[src/rtl/cam_init_sequencer.sv]
// Walks a register table and replays each {reg, val} entry as an SCCB write
// through an external I2C master, with inline delay entries, NACK retries and fault reporting.
module cam_init_sequencer #(
  parameter logic [7:0]  DEV_ADDR  = 8'h42,
  parameter int unsigned TBL_AW    = 6,
  parameter int unsigned MAX_RETRY = 3,
  parameter int unsigned DLY_UNIT  = 1024,
  parameter int unsigned SETTLE    = 16
) (
  input  logic              clk,
  input  logic              res,
  input  logic              start,
  output logic [TBL_AW-1:0] tbl_addr,
  input  logic [15:0]       tbl_data,
  output logic              i2c_req,
  output logic [7:0]        dev_addr,
  output logic [7:0]        reg_addr,
  output logic [7:0]        wdata,
  input  logic              i2c_done,
  input  logic              i2c_nack,
  output logic              busy,
  output logic              done,
  output logic              error,
  output logic [TBL_AW-1:0] fail_idx
);

  localparam int unsigned DLY_W = 8 + $clog2(DLY_UNIT);
  localparam int unsigned SET_W = $clog2(SETTLE + 1);
  localparam int unsigned CNT_W = (DLY_W > SET_W) ? DLY_W : SET_W;
  localparam int unsigned RTY_W = (MAX_RETRY > 0) ? $clog2(MAX_RETRY + 1) : 1;

  typedef enum logic [2:0] {
    S_IDLE, S_FETCH, S_LATCH, S_ISSUE, S_WAIT, S_SETTLE, S_DELAY, S_FAIL
  } state_e;

  state_e             state_q, state_d;
  logic [TBL_AW-1:0]  tbl_addr_q, tbl_addr_d;
  logic [TBL_AW-1:0]  fail_idx_q, fail_idx_d;
  logic [7:0]         reg_q, reg_d;
  logic [7:0]         val_q, val_d;
  logic [7:0]         dev_addr_q, dev_addr_d;
  logic [RTY_W-1:0]   retry_q, retry_d;
  logic [CNT_W-1:0]   cnt_q, cnt_d;
  logic               req_q, req_d;
  logic               busy_q, busy_d;
  logic               done_q, done_d;
  logic               error_q, error_d;

  logic is_end_c, is_dly_c, cnt_last_c, addr_last_c, can_retry_c;

  assign is_end_c    = (tbl_data == 16'hFFFF);
  assign is_dly_c    = (tbl_data[15:8] == 8'hF0);
  assign cnt_last_c  = (cnt_q <= CNT_W'(1));
  assign addr_last_c = &tbl_addr_q;
  assign can_retry_c = (retry_q < RTY_W'(MAX_RETRY));

  // State register
  always_ff @(posedge clk) begin
    if (!res) state_q <= S_IDLE;
    else      state_q <= state_d;
  end

  // Next-state logic
  always_comb begin
    state_d = state_q;
    case (state_q)
      S_IDLE:   if (start) state_d = S_FETCH;
      S_FETCH:  state_d = S_LATCH;
      S_LATCH: begin
        if (is_end_c)      state_d = S_IDLE;
        else if (is_dly_c) state_d = S_DELAY;
        else               state_d = S_ISSUE;
      end
      S_ISSUE:  state_d = S_WAIT;
      S_WAIT: begin
        if (i2c_done) begin
          if (!i2c_nack) state_d = addr_last_c ? S_FAIL : S_SETTLE;
          else           state_d = can_retry_c ? S_SETTLE : S_FAIL;
        end
      end
      // A nonzero retry count means the entry just NACKed and is reissued as-is
      S_SETTLE: if (cnt_last_c) state_d = (retry_q != '0) ? S_ISSUE : S_FETCH;
      S_DELAY:  if (cnt_last_c) state_d = addr_last_c ? S_FAIL : S_FETCH;
      S_FAIL:   state_d = S_IDLE;
      default:  state_d = S_IDLE;
    endcase
  end

  // Datapath and output register next values
  always_comb begin
    tbl_addr_d = tbl_addr_q;
    fail_idx_d = fail_idx_q;
    reg_d      = reg_q;
    val_d      = val_q;
    dev_addr_d = dev_addr_q;
    retry_d    = retry_q;
    cnt_d      = cnt_q;
    req_d      = req_q;
    busy_d     = busy_q;
    done_d     = 1'b0;
    error_d    = error_q;
    case (state_q)
      S_IDLE: begin
        if (start) begin
          tbl_addr_d = '0;
          retry_d    = '0;
          error_d    = 1'b0;
          busy_d     = 1'b1;
          dev_addr_d = DEV_ADDR;
        end
      end
      S_LATCH: begin
        reg_d = tbl_data[15:8];
        val_d = tbl_data[7:0];
        if (is_end_c) begin
          done_d = 1'b1;
          busy_d = 1'b0;
        end else if (is_dly_c) begin
          cnt_d = CNT_W'(tbl_data[7:0]) * CNT_W'(DLY_UNIT);
        end else begin
          req_d = 1'b1;
        end
      end
      S_WAIT: begin
        if (i2c_done) begin
          req_d = 1'b0;
          cnt_d = CNT_W'(SETTLE);
          if (!i2c_nack) begin
            retry_d = '0;
            // The last index is kept on wrap so FAIL reports it directly
            if (!addr_last_c) tbl_addr_d = tbl_addr_q + TBL_AW'(1);
          end else if (can_retry_c) begin
            retry_d = retry_q + RTY_W'(1);
          end
        end
      end
      S_SETTLE: begin
        if (cnt_last_c) begin
          if (retry_q != '0) req_d = 1'b1;
        end else begin
          cnt_d = cnt_q - CNT_W'(1);
        end
      end
      S_DELAY: begin
        if (cnt_last_c) begin
          if (!addr_last_c) tbl_addr_d = tbl_addr_q + TBL_AW'(1);
        end else begin
          cnt_d = cnt_q - CNT_W'(1);
        end
      end
      S_FAIL: begin
        error_d    = 1'b1;
        fail_idx_d = tbl_addr_q;
        busy_d     = 1'b0;
      end
      default: ;
    endcase
  end

  // Datapath registers
  always_ff @(posedge clk) begin
    if (!res) begin
      tbl_addr_q <= '0;
      fail_idx_q <= '0;
      reg_q      <= '0;
      val_q      <= '0;
      dev_addr_q <= '0;
      retry_q    <= '0;
      cnt_q      <= '0;
      req_q      <= 1'b0;
      busy_q     <= 1'b0;
      done_q     <= 1'b0;
      error_q    <= 1'b0;
    end else begin
      tbl_addr_q <= tbl_addr_d;
      fail_idx_q <= fail_idx_d;
      reg_q      <= reg_d;
      val_q      <= val_d;
      dev_addr_q <= dev_addr_d;
      retry_q    <= retry_d;
      cnt_q      <= cnt_d;
      req_q      <= req_d;
      busy_q     <= busy_d;
      done_q     <= done_d;
      error_q    <= error_d;
    end
  end

  assign tbl_addr = tbl_addr_q;
  assign fail_idx = fail_idx_q;
  assign i2c_req  = req_q;
  assign dev_addr = dev_addr_q;
  assign reg_addr = reg_q;
  assign wdata    = val_q;
  assign busy     = busy_q;
  assign done     = done_q;
  assign error    = error_q;

endmodule

[config.mk]
export PLATFORM = sky130hd
export DESIGN_NAME = cam_init_sequencer
export DESIGN_NICKNAME = d
export VERILOG_FILES = /design/src/rtl/cam_init_sequencer.sv
export SDC_FILE = /design/constraint.sdc
export NUM_CORES = 1
export LEC_CHECK = 0
export CAP_MARGIN = 20
export CORE_UTILIZATION = 46
export CTS_BUF_LIST = sky130_fd_sc_hd__clkbuf_16
export CTS_CLUSTER_SIZE = 40
export DETAILED_ROUTE_END_ITERATION = 6
export PLACE_DENSITY = 0.77
export SYNTH_ARGS = -nofsm -noshare
export SYNTH_HDL_FRONTEND = slang
export SYNTH_SLANG_ARGS = --single-unit
[constraint.sdc]
create_clock -name clk -period 2.2 [get_ports clk]
set_clock_uncertainty 0.05 [all_clocks]
set_input_delay 0.22 -clock clk [delete_from_list [all_inputs] [get_ports clk]]
set_output_delay 0.22 -clock clk [all_outputs]
set_load 0.01 [all_outputs]
* Yosys cells after proc, flatten, opt, wreduce, memory -nomap -nowiden
Index checks and enable logic that the tools add are counted.
** Word-level totals
- Bits in registers :: 56
- Logic and storage cells :: 97
** Cells by class
- $add $sub $neg :: 3
- Magnitude comparators :: 2
- Equality and inequality tests :: 21
- Mux-type cells :: 40
- Reduce and logical (&&, ||, !) cells :: 19
** Operator list (number)
- 2-to-1 mux 18 bit :: 4
- case mux 18 bit (3 select lines) :: 1
- 2-to-1 mux 6 bit :: 5
- case mux 3 bit (8 select lines) :: 1
- inequality test 2 bit, second input constant :: 11
- 2-to-1 mux 3 bit :: 7
- less-or-equal comparator 18 x 1 -> 1 bit, second input constant :: 1
- case mux 6 bit (3 select lines) :: 1
- subtractor 18 x 1 -> 18 bit, second input constant :: 1
- == test 16 bit, second input constant :: 1
- 2-to-1 mux 2 bit :: 8
- == test 3 bit, second input constant :: 4
- AND reduction 6 bit :: 2
- nonzero test 3 bit :: 4
- AND reduction 5 bit :: 2
- 2-to-1 mux 1 bit :: 9
- == test 8 bit, second input constant :: 1
- AND reduction 4 bit :: 2
- adder 6 x 1 -> 6 bit, second input constant :: 1
- == test 3 x 2 -> 1 bit, second input constant :: 2
- case mux 1 bit (3 select lines) :: 2
- AND reduction 2 bit :: 3
- nonzero test 2 bit :: 3
- case mux 2 bit (2 select lines) :: 1
- other kinds (8) :: 8

* Logic depth before layout (Yosys ltp)
- Depth after elaboration :: 5
- Depth in mapped cells :: 8
- Gate-level depth less buffers :: 7

* Least setup slack after synthesis
No wires, ideal clock.
- Path type :: register -> register
- From :: reg cnt_q[13]
- To :: reg tbl_addr_q[2] (netlist: tbl_addr[2])
- Setup time :: 74 ps
- Arrival :: 2181 ps
- Data required time :: 2076 ps
- Setup slack :: -106 ps
- Cell stages (with the launch flop) :: 7
- Clock period less this slack :: 2306 ps
- Path through :: dfxtp_1 -> or4_4 -> or2_1 -> or4_1 -> buf_2 -> a211o_1 -> a31oi_1
** Between the ends
- Longest elaborated chain between the ends :: 3
** RTL lines
- start, declared :: line 43 : logic [CNT_W-1:0] cnt_q, cnt_d;
- start signal, assigned :: line 181 : cnt_q <= cnt_d;
- less-or-equal comparator 18 x 1 -> 1 bit :: line 53 : assign cnt_last_c = (cnt_q <= CNT_W'(1));
- inequality test 2 bit (no line)
- AND reduction 5 bit (no line)
- end signal, assigned :: line 175 : tbl_addr_q <= tbl_addr_d;
- end, declared :: line 37 : logic [TBL_AW-1:0] tbl_addr_q, tbl_addr_d;
No other way between the ends.
A chain may end at the register's enable or synchronous reset.

* Worst setup path after layout
- From :: reg cnt_q[13]
- To :: reg tbl_addr_q[5] (netlist: tbl_addr[5])
The elaborated chain is that of the path after synthesis.

==> results_dict.tcl <==
set metrics [dict create \
    crit_required_ns 2.32 \
    arrival_ns 2.30 \
    outcome "completed" \
    cts_sinks 56 \
    path_class "reg -> reg" \
    n_fill_cell 495 \
    cp_max_fo 5 \
    cts_tree "done" \
    ys_seq_area_share_pct 38.1 \
    drtIter0Drc 226 \
    firstDrtPassIters 4 \
    die_y_um 81.9 \
    rr_worst_depth 6 \
    grt_pass1_vias 2872 \
    synth_common_cells "nand2_1, dfxtp_1, a21oi_1, nor2_1, clkbuf_1" \
    min_from "tbl_data[8]" \
    r2r_start "cnt_q[13]$_SDFFE_PN0P_" \
    worstSkewPairLatency_ns 0.29 \
    gr-total-overflow 0 \
    seq_area_um2 1120 \
    power_density_nw_per_um2 552 \
    num_rows 28 \
    fin_util_pct 66.3 \
    antenna_found_initial 0 \
    met2WireLength_mm 4.31 \
    cts-root-buf "clkbuf_16" \
    dp_hpwl_mm 6.14 \
    ys_types 52 \
    whs_ns 0.292 \
    clk_pin_slew_ns 0.07 \
    layoutNonFillerInstCount 536 \
    worst_slack_ns 0.0256 \
    finalHoldViolCount 0 \
    synth_warnings 0 \
    worst_hold_path.endpoint "reg_addr[0]$_SDFFE_PN0P_" \
    crit_family "simple AND/OR/NAND/NOR gates" \
    yosys.area.top_type_share_pct 38.1 \
    syn_area_um2 2940 \
    synthTopCellsByArea "dfxtp_1, nand2_1, a21oi_1" \
    detail_route.vias_per_cell 5.86 \
    place_inst 528 \
    nets 486 \
    path_buf_inv 1 \
    portBuffers 54 \
    clk_path_buf_depth 2 \
    drc 0 \
    slowest_stage "or4_4" \
    hold_depth 4 \
    power_mw 2.20 \
    timing.fmax_mhz 460 \
    diodes 0 \
    hold_path_class "in -> reg" \
    vias 3141 \
    worstSetupEndpointType "flip-flop" \
    grt_pass1_wl_mm 13.3 \
    final.period_utilization_pct 98.8 \
    fin_crit_ns 2.17 \
    grt_max_degree 27 \
    die_w_um 81.9 \
    track_usage_pct 25.5 \
    synthArstFlopShare_pct 0 \
    die-area_um2 6710 \
    place_ws_ns -0.289 \
    place.gp.congestion 0.867 \
    ant_nets 0 \
    cts_hold_buf 0 \
    drt_wl_total_mm 8.39 \
    total_leakage_power_nw 1.51 \
    syn2layout_area_growth_pct 35.8 \
    ys_ff_latch 56 \
    multi_input_area_um2 1730 \
    critical_path.max_stage_delay_ns 0.54 \
    final-max-slew-violation-count 0 \
    finalInstanceArea_um2 3990 \
    synth_flop_cell "dfxtp_1" \
    routed.top_layer "met4" \
    drv_cap 0 \
    cp-start-kind "flip-flop" \
    cts_max_level 2 \
    synth-edff-count 0 \
    m1WireLength_mm 3.53 \
    io-pin-count 61 \
    syn_avg_cell_area_um2 7.73 \
    synthCells 380 \
    timing.rr.end "tbl_addr[5]$_SDFFE_PN0P_" \
    yosysMostFrequentCell "nand2_1" \
    wl_met3_um 449 \
    cp_cell_sequence "or4_4, or2_4, or4_4, buf_6, a22oi_2, o22ai_1" \
    setup_violations 0 \
    drive_gt1_share_pct 16.1 \
    ir_drop_mv 0.340 \
    coreArea_um2 6030 \
    yosysTopAreaCell "dfxtp_1" \
    dpl-instance-area_um2 3780 \
    ff2ff_setup_slack_ns 0.03 \
    wire_per_inst_um 15.6 \
    cts_buffers 5 \
    setup-tns-final_ns 0 \
    cts_setup_buffers 0 \
    initial_utilization_pct 48.8 \
    rsz0062_at_grt "true" \
    cp_common_cell "or4_4" \
]
==> flip-flops by register name (all words and copies together), names as in the netlist <==
signal / count
error: 1
i2c_req: 1
state_q: 3
dev_addr: 1
tbl_addr: 6
wdata: 8
cnt_q: 18
retry_q: 2
reg_addr: 8
busy: 1
done: 1
fail_idx: 6
==> how the worst max path moves through the flow <==
stage	depth (start not counted)	start	end
2_1_floorplan	6	cnt_q[13]$_SDFFE_PN0P_	tbl_addr[2]$_SDFFE_PN0P_
3_3_place_gp	6	tbl_data[8]	cnt_q[4]$_SDFFE_PN0P_
3_5_place_dp	6	tbl_data[8]	cnt_q[14]$_SDFFE_PN0P_
4_1_cts	6	tbl_data[8]	cnt_q[4]$_SDFFE_PN0P_
5_1_grt	8	cnt_q[0]$_SDFFE_PN0P_	cnt_q[17]$_SDFFE_PN0P_
6_report	6	cnt_q[13]$_SDFFE_PN0P_	tbl_addr[5]$_SDFFE_PN0P_
==> cell families (layout without fill, tap and decap cells) <==
logic type | count (synthesis) | after routing | synth area share, %
compound gates | 105 | 105 | 23.0
xor+xnor | 6 | 6 | 1.79
fa+ha+maj | 5 | 5 | 2.13
buf+inv | 37 | 113 | 5.70
flops | 56 | 56 | 38.1
mux | 7 | 7 | 2.43
other cells | 1 | 6 | 0.128
simple gates | 163 | 163 | 26.7
==> cells in the final DEF (no fill, tap or decap), types with 4 or more instances in the layout <==
master           Yosys  final
clkdlybuf4s50_1      0     53
a21oi_1             41     40
buf_4                7     38
xor2_1               5      5
conb_1               1      6
clkbuf_16            0      5
or3_1                5      5
nand4_1              6      6
nand2_1             60     59
o21ai_0             16     15
mux2i_1              6      6
nor4_1               6      6
dfxtp_1             56     55
and2_1               4      4
nor3_1              11     10
o32ai_1              5      5
or4_4                1      4
nor2_1              34     33
ha_1                 5      5
o211ai_1             6      6
inv_1                9     10
nand3_1             14     14
==> final cells by class <==
class                   count  share of cell area, %
multi-input cells         292                   43.4
repair buffers             95                   21.6
inverters                  10                  0.940
clock buffers               5                   3.13
flip-flops and latches     56                   28.1
well taps                  75                   2.35
clock inverters             3                  0.501
==> metal layers <==
layer,track usage (%),vias to the layer above
met5,0,-
met4,7.89,0
met3,4.33,12
met2,44.4,103
met1,31.7,1501
li1,-,1525
==> where the power goes <==
group	internal (mW)	leakage (nW)	switching (mW)	total (mW)
clock	0.421	0.0712	0.369	0.790
sequential	1.04	0.453	0.0190	1.06
combinational	0.165	0.988	0.193	0.359
total	1.62	1.51	0.582	2.20
==> timing repair <==
item,CTS,global route
endpoints found under the setup margin,3,19
pin swaps,1,2
gates resized for setup,2,16
==> worst min-delay path: cells and delay by family <==
kind | cells | cell delay (ns)
AND/OR/NAND/NOR | 1 | 0.04
AO/OA/AOI/OAI | 1 | 0.11
buffers and inverters | 2 | 0.23
(Power assumes the default switching activity.)
